**config.mk**
```make
export PLATFORM = sky130hd
export DESIGN_NAME = intadd_cru_issuer
export DESIGN_NICKNAME = d
export VERILOG_FILES = /design/src/rtl/intadd_cru_issuer.sv
export SDC_FILE = /design/constraint.sdc
export NUM_CORES = 2
export LEC_CHECK = 0
export ABC_AREA = 1
export CAP_MARGIN = 20
export CORE_AREA = 10 10 600 602
export DETAILED_ROUTE_END_ITERATION = 12
export DIE_AREA = 0 0 610 612
export SLEW_MARGIN = 0
export SYNTH_ARGS = -nofsm -noshare
export SYNTH_HDL_FRONTEND = slang
export SYNTH_SLANG_ARGS = --single-unit
```
**constraint.sdc**
```tcl
create_clock -name clk -period 8.3 [get_ports clk]
set_input_delay 0.83 -clock clk [delete_from_list [all_inputs] [get_ports clk]]
set_output_delay 0.83 -clock clk [all_outputs]
set_load 0.01 [all_outputs]
```
**src/rtl/intadd_cru_issuer.sv**
```systemverilog
// Issue-side sequencer for the intadd unit: accepts one vector-add request,
// streams operand triples onto src_reg0/1/2 with a packed cru_intadd word,
// captures the unit results after INTADD_LAT cycles and returns them in
// order through a credit-protected result FIFO.
module intadd_cru_issuer #(
  parameter int INTADD_LAT = 1,
  parameter int RES_DEPTH  = 4
) (
  input  logic         clk,
  input  logic         rst,
  input  logic         req_valid,
  output logic         req_ready,
  input  logic         req_mode,
  input  logic [2:0]   req_sign,
  input  logic         req_update_st,
  input  logic [3:0]   req_len,
  input  logic         opd_valid,
  output logic         opd_ready,
  input  logic [127:0] opd_src0,
  input  logic [127:0] opd_src1,
  input  logic [127:0] opd_src2,
  output logic [127:0] src_reg0,
  output logic [127:0] src_reg1,
  output logic [127:0] src_reg2,
  output logic [10:0]  cru_intadd,
  input  logic [127:0] dst_reg0,
  input  logic [127:0] dst_reg1,
  input  logic [127:0] st,
  output logic         res_valid,
  input  logic         res_ready,
  output logic [127:0] res_dst0,
  output logic [127:0] res_dst1,
  output logic [127:0] res_st,
  output logic         res_last,
  output logic         busy
);

  localparam int PW = $clog2(RES_DEPTH);
  localparam int CW = PW + 1;

  typedef enum logic [1:0] {
    IDLE  = 2'd0,
    ISSUE = 2'd1,
    DRAIN = 2'd2
  } state_t;

  state_t state;
  state_t state_next;

  logic           mode_q;
  logic [2:0]     sign_q;
  logic           upd_q;
  logic [4:0]     len_q;
  logic [4:0]     issued_q;
  logic           beat_last_q;

  logic [CW-1:0]  inflight;
  logic [CW-1:0]  fifo_count;
  logic [CW:0]    outstanding;
  logic           credit_ok;

  logic           req_fire;
  logic           opd_fire;
  logic           push;
  logic           pop;
  logic           final_beat;

  logic [1:0]     prec;
  logic [10:0]    cru_word;

  logic [INTADD_LAT-1:0] vpipe;
  logic [INTADD_LAT-1:0] lpipe;

  logic [127:0]   mem_d0   [RES_DEPTH];
  logic [127:0]   mem_d1   [RES_DEPTH];
  logic [127:0]   mem_st   [RES_DEPTH];
  logic           mem_last [RES_DEPTH];
  logic [PW-1:0]  wr_ptr;
  logic [PW-1:0]  rd_ptr;

  // Credit: never let issued-but-unpopped beats exceed the FIFO depth.
  assign outstanding = {1'b0, inflight} + {1'b0, fifo_count};
  assign credit_ok   = outstanding < (CW+1)'(RES_DEPTH);

  assign req_fire   = req_valid && req_ready;
  assign opd_fire   = opd_valid && opd_ready;
  assign push       = vpipe[INTADD_LAT-1];
  assign pop        = res_valid && res_ready;
  assign final_beat = (issued_q + 5'd1) == len_q;
  assign busy       = (state != IDLE);

  // In 32-bit mode sign_s2 has no meaning and is forced low.
  assign prec     = mode_q ? 2'b11 : 2'b00;
  assign cru_word = {1'b1, prec, prec, prec, sign_q[2], sign_q[1],
                     sign_q[0] & ~mode_q, upd_q};

  // State register.
  always_ff @(posedge clk) begin
    if (rst) state <= IDLE;
    else     state <= state_next;
  end

  // Next-state and handshake readiness.
  always_comb begin
    state_next = state;
    req_ready  = 1'b0;
    opd_ready  = 1'b0;
    case (state)
      IDLE: begin
        req_ready = 1'b1;
        if (req_valid) state_next = ISSUE;
      end
      ISSUE: begin
        opd_ready = credit_ok;
        if (opd_valid && credit_ok && final_beat) state_next = DRAIN;
      end
      DRAIN: begin
        if (pop && res_last) state_next = IDLE;
      end
      default: state_next = IDLE;
    endcase
  end

  // Latch request fields on acceptance and count issued beats.
  always_ff @(posedge clk) begin
    if (rst) begin
      mode_q   <= 1'b0;
      sign_q   <= 3'd0;
      upd_q    <= 1'b0;
      len_q    <= 5'd0;
      issued_q <= 5'd0;
    end else if (req_fire) begin
      mode_q   <= req_mode;
      sign_q   <= req_sign;
      upd_q    <= req_update_st;
      len_q    <= (req_len == 4'd0) ? 5'd16 : {1'b0, req_len};
      issued_q <= 5'd0;
    end else if (opd_fire) begin
      issued_q <= issued_q + 5'd1;
    end
  end

  // Present one registered beat per operand handshake; cru is zero otherwise.
  always_ff @(posedge clk) begin
    if (rst) begin
      src_reg0    <= '0;
      src_reg1    <= '0;
      src_reg2    <= '0;
      cru_intadd  <= '0;
      beat_last_q <= 1'b0;
    end else begin
      cru_intadd  <= opd_fire ? cru_word : 11'd0;
      beat_last_q <= opd_fire && final_beat;
      if (opd_fire) begin
        src_reg0 <= opd_src0;
        src_reg1 <= opd_src1;
        src_reg2 <= opd_src2;
      end
    end
  end

  // Track each presented beat through the unit latency.
  always_ff @(posedge clk) begin
    if (rst) begin
      vpipe <= '0;
      lpipe <= '0;
    end else begin
      vpipe[0] <= cru_intadd[10];
      lpipe[0] <= beat_last_q;
      for (int i = 1; i < INTADD_LAT; i++) begin
        vpipe[i] <= vpipe[i-1];
        lpipe[i] <= lpipe[i-1];
      end
    end
  end

  // Beats in the unit and results waiting in the FIFO.
  always_ff @(posedge clk) begin
    if (rst) begin
      inflight   <= '0;
      fifo_count <= '0;
    end else begin
      inflight   <= inflight + CW'(opd_fire) - CW'(push);
      fifo_count <= fifo_count + CW'(push) - CW'(pop);
    end
  end

  // Result storage; contents are only visible through the head while non-empty.
  always_ff @(posedge clk) begin
    if (push) begin
      mem_d0[wr_ptr]   <= dst_reg0;
      mem_d1[wr_ptr]   <= dst_reg1;
      mem_st[wr_ptr]   <= st;
      mem_last[wr_ptr] <= lpipe[INTADD_LAT-1];
    end
  end

  // FIFO pointers.
  always_ff @(posedge clk) begin
    if (rst) begin
      wr_ptr <= '0;
      rd_ptr <= '0;
    end else begin
      if (push) wr_ptr <= wr_ptr + PW'(1);
      if (pop)  rd_ptr <= rd_ptr + PW'(1);
    end
  end

  assign res_valid = (fifo_count != '0);
  assign res_dst0  = res_valid ? mem_d0[rd_ptr] : '0;
  assign res_dst1  = res_valid ? mem_d1[rd_ptr] : '0;
  assign res_st    = res_valid ? mem_st[rd_ptr] : '0;
  assign res_last  = res_valid && mem_last[rd_ptr];

endmodule

```
==> summary.md <==
| Metric | Value |
|---|---|
| Postcts setup bufs | 0 |
| Die Width | 610 um |
| Status | finished, final reports clean |
| CTS max path bufs | 4 |
| Initial antenna violation count | 110 |
| Pint | 20300 uW |
| NetSw | 9940 uW |
| Routed Wire Length | 320000 um |
| RePlAce Congestion | 0.906 |
| DRT Pass-1 Iters | 5 |
| Final Non-Filler Cells | 12666 |
| Syn Inst Count | 6416 |
| Cts hold-fix bufs | 0 |
| Clock Power Share | 32.8% |
| Mapped cell area | 73900 um2 |
| Final min period | 5220 ps |
| Final setup margin | 3080 ps |
| Clk sink count | 1962 |
| Post-synthesis sequential area ratio | 74.0% |
| H-tree depth | 4 |
| Core area | 348000 um2 |
| Setup WS pre-CTS | 4030 ps |
| Vias in the first global route | 51940 |
| Inst Count DP | 12204 |
| Final HPWL DP | 228000 um |
| Worst path arrival time | 4390 ps |
| Critical path class | flop to primary output |
| Die Area | 373000 um2 |
| Multi-input combinational cell area | 17100 um2 |
| Slew Viols, Final | 0 |
| Post-Syn Area per Cell | 11.5 um2 |
| Combinational power share | 30.2% |
| RSZ-0062 raised after global routing | false |
| Fill cells | 35612 |
| Die H | 612 um |
| Power per cell area | 297 nW/um2 |
| Worst Setup Start Kind | flop |
| Initial Util | 21.2% |
| CP Max Fanout | 169 |
| Maximum vdd ir drop | 0.233 mV |
| Max cap viols | 0 |
| Clk_lat worst skew | 900 ps |
| Via density | 4.30 |
| Required time worst endpoint | 7470 ps |
| Period utilization | 62.9% |
| Sequential Power Share | 37.0% |
| Synth-to-layout area growth | 37.6% |
| Rel. slew slack | 7.64% |
| Sw Share | 32.8% |
| Setup Skew | 83.9 ps |
| Input/output buffers | 1565 |
| Async S/R FF share, synth | 0% |
| Ratio of cells with drive above 1 in the final layout | 5.19% |
| Via count | 54425 |
| Number of routed nets with antenna violations | 0 |
| Placed Area | 94200 um2 |
| Fin. Hold Viols | 0 |
| Synth Register Bits | 1962 |
| Crit end category | primary output |
| Worst hold path type | flop to flop |
| Gr usage total | 16.1% |
| EDFF count, synth | 1540 |
| TritonCTS Buffers | 222 |
| Fin nets | 8628 |
| Ys flop type | edfxtp_1 |
| Post-cts sizing count | 0 |
| Synth unique cells | 27 |
| FP Rows | 217 |
| Remaining Overflow, GRT | 0 |
| Global-route wire length before repair | 427000 um |
| Ports | 1566 |
| CTS tree | done |
| Setup Viol. Count Final | 0 |
| Synthesized net count | 7211 |
| Final Cell Area | 102000 um2 |
| Sequential Area | 54700 um2 |
| Pin count of the biggest net entering global routing | 247 |
| Fmax | 191 MHz |
| CTS clk-pin slew, worst paths | 60 ps |
| Setup_tns | 0 ps |
| Residual DRC count | 0 |
| CTS root buf | clkbuf_16 |
| Synthesis Warnings | 0 |
| P_leak | 0.0336 uW |
| Worst-margin pin slew | 1390 ps |
| WL/cell | 25.3 um |
| DRT iter0 DRCs | 3692 |
-- synthesized netlist by cell type (2+ instances only) --
cell	n	area (um2)
inv_1	40	150
clkbuf_1	230	863
edfxtp_1	1540	46200
o21ai_1	46	230
or2_2	2	12.5
a21oi_1	401	2010
nor3_2	2	20.0
inv_2	4	15.0
nand4_1	6	37.5
buf_1	13	48.8
nand3_1	11	55.1
buf_6	4	45.0
buf_4	32	240
nor2_1	2331	8750
fa_1	2	40.0
ha_1	11	138
xor2_1	4	35.0
nand2_1	30	113
o21ai_0	1124	5630
dfxtp_1	422	8450
buf_2	155	776
-- worst paths after layout --
| check | from | to | slack [ps] | cells past startpoint |
|---|---|---|---|---|
| hold / removal | mode_q | cru_intadd[1] | 420 | 1 |
| setup reg to reg | fifo_count[1] | fifo_count[2] | 4950 | 10 |
| hold reg to reg | mode_q | cru_intadd[1] | 420 | 1 |
| setup / recovery | flop | res_dst0[106] | 3080 | 7 |
-- layout make-up --
class                   instances  area share [%]
clock buffers                 279            5.83
clock inverters               130            1.43
inverters                      44           0.207
diodes                         49           0.121
flip-flops and latches       1962            53.8
well taps                    4599            5.66
multi-input cells            3976            16.8
repair buffers               1627            16.2
-- logic make-up after synthesis --
kind of cell	after synthesis	share of synthesized area, %
and+or+nand+nor	2387	12.2
DFF	1962	74.0
AOI/OAI and AO/OA	1571	10.6
buffers and inverters	478	2.89
adders and majority gates	13	0.240
xor gates and xnor gates	5	0.0592
-- flip-flops by register name, summed over array words and instances (netlist names), named ones only --
register,flops
fifo_count,3
state,2
mem_last,4
inflight,3
issued_q,5
mem_d0,512
sign_q,3
cru_intadd,6
src_reg2,128
mem_d1,512
wr_ptr,2
upd_q,1
mem_st,512
src_reg0,128
src_reg1,128
mode_q,1
push,1
rd_ptr,2
lpipe,1
len_q,5
beat_last_q,1
-- worst max-delay path: stages, from the launching register on --
cell             delay [ps]
dfxtp_4                 530
buf_12                  420
buf_4                   750
nor2_1                  120
nor2_1                  120
o21ai_0                 100
a21oi_1                 380
clkdlybuf4s50_1         640
-- metal layers --
layer	global-route usage, %	wire (um)
met3	4.51	21500
met5	0	502
met4	11.6	26400
met1	15.1	103000
met2	29.8	168000
-- layout by cell type, fill, tap and decap left out, types with 6 or more instances in the layout --
cell	synthesis	layout
inv_8	0	7
a21oi_1	401	401
bufinv_16	0	23
clkdlybuf4s50_1	0	1565
ha_1	11	11
edfxtp_1	1540	1540
inv_1	40	35
buf_12	0	24
o21ai_1	46	47
diode_2	0	49
buf_4	32	34
nand4_1	6	6
clkinvlp_4	0	14
clkinv_1	0	30
o21ai_0	1124	1123
clkbuf_8	0	9
clkinv_16	0	6
nand2_1	30	30
dfxtp_1	422	420
clkbuf_1	230	42
clkbuf_16	0	225
clkinv_2	0	45
nand3_1	11	11
nor2_1	2331	2331
-- power groups by stage --
stage,clock network [uW],registers [uW],logic [uW]
final,9920,11200,9140
after global routing,10500,11200,9730
after CTS,10200,11200,9300
after detailed placement,0,11400,9240
after global placement,0,11400,9220
after floorplan,0,11500,3700
-- stage by stage --
stage | hold slack [ps] | utilization [%] | power (uW)
final | 425 | 29.2 | 30300
after global routing | 444 | 29.2 | 31500
after CTS | 425 | 29.2 | 30700
after detailed placement | 414 | 27.1 | 20600
after global placement | 409 | 27.1 | 20600
after floorplan | 388 | - | 15200
Power figures use the tool's default switching activity.
